`config.mk`:
```
export PLATFORM = sky130hd
export DESIGN_NAME = clk_divider_prog
export DESIGN_NICKNAME = d
export VERILOG_FILES = /design/src/rtl/clk_divider_prog.sv
export SDC_FILE = /design/constraint.sdc
export NUM_CORES = 1
export LEC_CHECK = 0
export ABC_AREA = 1
export CAP_MARGIN = 40
export CORE_MARGIN = 2
export CORE_UTILIZATION = 40
export DETAILED_ROUTE_END_ITERATION = 10
export GPL_TIMING_DRIVEN = 0
export MAX_ROUTING_LAYER = met4
export SYNTH_ARGS = -nofsm -noshare
export SYNTH_HDL_FRONTEND = slang
export SYNTH_SLANG_ARGS = --single-unit
```
`constraint.sdc`:
```
create_clock -name clk -period 2.8 [get_ports clk]
set_input_delay 0.7 -clock clk [delete_from_list [all_inputs] [get_ports clk]]
set_output_delay 0.7 -clock clk [all_outputs]
set_load 0.05 [all_outputs]
```
`src/rtl/clk_divider_prog.sv`:
```
// Programmable clock divider: divides clk by a runtime divisor N (2..2^WIDTH-1).
// Define CLKDIV_ODD_DUTY_EN to build the negedge flop that gives odd N a 50% duty.
module clk_divider_prog #(
  parameter int WIDTH       = 8,
  parameter int DEFAULT_DIV = 7
) (
  input  logic             clk,
  input  logic             resetn,
  input  logic             i_enable,
  input  logic [WIDTH-1:0] i_div,
  input  logic             i_div_valid,
  output logic             o_div_ready,
  output logic             o_div_err,
  output logic [WIDTH-1:0] o_count,
  output logic             o_count_end,
  output logic             o_div_clk
);

  if (WIDTH < 2) begin : g_bad_width
    $error("clk_divider_prog: WIDTH must be at least 2");
  end
  if (DEFAULT_DIV < 2 || DEFAULT_DIV > (2 ** WIDTH) - 1) begin : g_bad_default
    $error("clk_divider_prog: DEFAULT_DIV must be in 2..2^WIDTH-1");
  end

  localparam logic [WIDTH-1:0] DEF_DIV = WIDTH'(DEFAULT_DIV);
  localparam logic [WIDTH-1:0] ONE     = WIDTH'(1);
  localparam logic [WIDTH-1:0] TWO     = WIDTH'(2);

  logic [WIDTH-1:0] count_q;
  logic [WIDTH-1:0] div_q;
  logic [WIDTH-1:0] pend_div_q;
  logic             pend_q;
  logic             en_q;
  logic             pos_q;
  logic             err_q;

  logic [WIDTH-1:0] div_next;
  logic [WIDTH-1:0] count_next;
  logic [WIDTH-1:0] half_next;
  logic             count_end;
  logic             xfer;
  logic             div_bad;
  logic             apply;

  // Divisor handshake: a transfer happens on a posedge with i_div_valid && o_div_ready.
  // o_div_ready is low exactly while a legal divisor waits in the pending register.
  assign o_div_ready = !pend_q;
  assign xfer        = i_div_valid && !pend_q;
  assign div_bad     = (i_div < TWO);
  assign count_end   = i_enable && (count_q == div_q - ONE);
  assign apply       = pend_q && (count_end || !i_enable);

  always_comb begin
    div_next = div_q;
    if (apply) begin
      div_next = pend_div_q;
    end
    // A fresh enable restarts the period at count 0 rather than continuing.
    if (!i_enable || !en_q || count_end) begin
      count_next = '0;
    end else begin
      count_next = count_q + ONE;
    end
    half_next = div_next >> 1;
  end

  always_ff @(posedge clk or negedge resetn) begin
    if (!resetn) begin
      count_q    <= '0;
      div_q      <= DEF_DIV;
      pend_div_q <= '0;
      pend_q     <= 1'b0;
      en_q       <= 1'b0;
      pos_q      <= 1'b0;
      err_q      <= 1'b0;
    end else begin
      count_q <= count_next;
      div_q   <= div_next;
      en_q    <= i_enable;
      pos_q   <= i_enable && (count_next < half_next);
      err_q   <= xfer && div_bad;
      if (apply) begin
        pend_q <= 1'b0;
      end else if (xfer && !div_bad) begin
        pend_q     <= 1'b1;
        pend_div_q <= i_div;
      end
    end
  end

  assign o_count     = count_q;
  assign o_count_end = count_end;
  assign o_div_err   = err_q;

`ifdef CLKDIV_ODD_DUTY_EN
  // Half-cycle extension of the high phase; only odd divisors use it.
  logic neg_q;

  always_ff @(negedge clk or negedge resetn) begin
    if (!resetn) begin
      neg_q <= 1'b0;
    end else begin
      neg_q <= pos_q && div_q[0];
    end
  end

  assign o_div_clk = pos_q | neg_q;
`else
  assign o_div_clk = pos_q;
`endif

endmodule
```
==> run metrics <==
status complete, no violations; CTS Buf Count 3; largest net degree at the start of global routing 20; vias per std cell 4.81; Seq/Total Area, Yosys 0.440; Root Buffer clkbuf_8; # H-tree levels 1; met1 usage 0.245; power density over the cells 800 mW/mm2; core area 0.00374 mm2; Required @ worst endpoint 3.00 ns; clock sinks 28; Slew Limit Headroom 0.672; ANT cells 0; Starting Density 0.427; area fraction of the dominant cell type after synthesis 0.391; RSZ-0062 raised after global routing true; cells on worst reg2reg path 17; post-route insts no fill 296; Final min period 2.77 ns; RR Startpoint div_q[0]; Worst-Margin Slew 0.491 ns; grt total ovfl 0; WL per Instance 12.1 um; vias in the first global route 1,297; worst setup path startpoint div_q[0]; Critical R2R Capture o_div_clk; Max Cap Violations 0; number of flops mapped to enable cells by yosys 0; dpl hpwl 2.66 mm; #FFs+latches synth 28; Commonest cells post-synth 51 x nand2_1, 35 x inv_1, 25 x dfrtp_1; worst clock skew 0.00631 ns; critical path launch point type flop; Avg Inst Size Synth 7.69 um2; Yosys cell types 25; clock buffer depth 2; Synth Net Count 228; area grow syn2layout 35.0%; Max Clk Rate 362 MHz; Synth area leader dfrtp_1; Die Wd 67.3 um; WS Path Type reg2reg; drt first pass iters 6; Final Util 0.577; Clock Latency Late Sink 0.27 ns; DR iter-0 viols 43; CP Cell Sequence inv_4 -> ha_4 -> xor2_1 -> nand3_1 -> nor2_2 -> nand2_1 -> nor2_1 -> nand2_2 -> nand2_4 -> nand2_8 -> buf_8 -> buf_6 -> o21ai_4 -> ha_4 -> nand4_1 -> nand4_1 -> a21oi_2; Hold Path Origin pend_div_q[1]; Max VDD drop 0.000372 V; Ys Warns 0; ranking of synthesized cells by area dfrtp_1 39%, nand2_1 12%, inv_1 8.2%; overall power 0.00173 W; # hold bufs at CTS 0; M3 GR Usage 0.0200; setup slack, reg-to-reg 0.03 ns; Synth Instances 208; ratio of cells with drive above 1 in the final layout 0.194; die height 67.3 um; CP max stage cell dfstp_2; grt peak-use layer met2; gpl congestion 0.784; final hold slack 0.496 ns; Hold Vio Cnt, Final 0; # IOs 24; CTS tree yes; Tcrit/Tclk final 0.988; max-slew violations 0; DRC 0; final setup fails 0; CP max FO 7; first-pass GRT wire length 5.87 mm; Worst setup EP type flop; FP Rows 22; total global-route track usage 0.180; routing usage on met2 0.291; total wire length 3.57 mm; Hold Path Depth 2; Post-synth ARST share 1.00; I/O Buffers 23; fill count 364; count leader, synth nand2_1; Hold Path Class reg2reg; Post-Place Cells 280; Max stage delay on crit path 0.57 ns; Primary FF master, synth dfrtp_1; clock slew at reported path FFs 0.09 ns; initial antenna violation count 0; worst hold endpoint pend_div_q[1]; Die Footprint 0.00452 mm2; number of routed nets with antenna violations 0; Leak 1.07 nW; WP data arrival 2.97 ns; synthesized area 0.00160 mm2; vias post-DR 1,423; Total Nets Final 269
[logic make-up after synthesis]
kind of cell / Yosys count / synth area share
AO/OA/AOI/OAI: 22 / 0.0704
XOR/XNOR: 6 / 0.0328
adder cells (fa/ha/maj): 8 / 0.0626
buffers and inverters: 39 / 0.0923
flip-flops: 28 / 0.440
multiplexers: 3 / 0.0211
AND/OR/NAND/NOR: 102 / 0.281
[routing by layer]
metal | vias up | wire length, um
li1 | 742 | -
met1 | 654 | 1730
met2 | 23 | 1700
met3 | 4 | 102
met4 | 0 | 43
met5 | - | 0
[power by group]
part / total [W] / switching [W] / internal (W)
sequential: 0.000662 / 0.000113 / 0.000549
combinational: 0.000852 / 0.000482 / 0.000370
clock: 0.000214 / 0.000113 / 0.000102
[metrics by stage]
step / TNS, ns / area (um2) / worst slack [ns]
floorplan: 0 / 1600 / 0.00931
global placement: -0.597 / 1890 / -0.452
detailed placement: -0.593 / 1910 / -0.438
CTS: -0.0129 / 2030 / -0.0129
global route: -0.221 / 2160 / -0.131
finish: 0 / 2160 / 0.0340
[timing repair]
item / in CTS / in global routing
gates resized for setup: 15 / 27
pin swaps: 8 / 23
setup endpoints to repair: 2 / 2
setup buffers: 4 / 8
[how the worst max path moves through the flow]
stage | end | slack, ns | depth (start not counted)
3_5_place_dp | o_count_end | -0.44 | 10
2_1_floorplan | o_count_end | 0.009 | 9
5_1_grt | o_div_clk | -0.13 | 19
3_3_place_gp | o_count_end | -0.45 | 10
6_report | o_div_clk | 0.03 | 17
4_1_cts | o_count_end | -0.01 | 10
[placed cells by master (no fill, tap or decap), drive strengths merged]
| cell | Yosys | layout |
|---|---|---|
| nand2 | 54 | 54 |
| inv | 37 | 37 |
| dfrtp | 25 | 25 |
| clkdlybuf4s50 | 0 | 22 |
| nor2 | 22 | 22 |
| nand3 | 18 | 18 |
| buf | 1 | 15 |
| o21ai | 14 | 14 |
| ha | 8 | 8 |
| a21oi | 7 | 7 |
| clkbuf | 1 | 5 |
| xor2 | 4 | 4 |
| nand4 | 4 | 4 |
| mux2 | 3 | 3 |
| dfstp | 3 | 3 |
| xnor2 | 2 | 2 |
| and2 | 1 | 1 |
| and3 | 1 | 1 |
| nor3 | 1 | 1 |
| nor4 | 1 | 1 |
| a21boi | 1 | 1 |
[state kept, by name, summed over array words and instances, names as in the netlist]
signal,flops
div_q,8
en_q,1
o_count,8
o_div_clk,1
o_div_err,1
pend_div_q,8
pend_q,1
[worst max-delay path: cells and delay by family (launching register included)]
kind	cells	cell delay (ns)
and+or+nand+nor	9	0.93
DFF	1	0.57
adders and majority gates	2	0.47
buffers and inverters	3	0.31
AOI/OAI and AO/OA	2	0.29
xor gates and xnor gates	1	0.12
[layout make-up]
type                       instances  area (um2)  share of cell area
clock buffer                       4        45.0              0.0208
sequential                        28         704               0.326
multi-input combinational        141         838               0.388
tap                               48        60.1              0.0278
buffer                             2        18.8             0.00869
inverter                          37         141              0.0654
timing repair buffer              36         353               0.163
(Power assumes the default switching activity.)
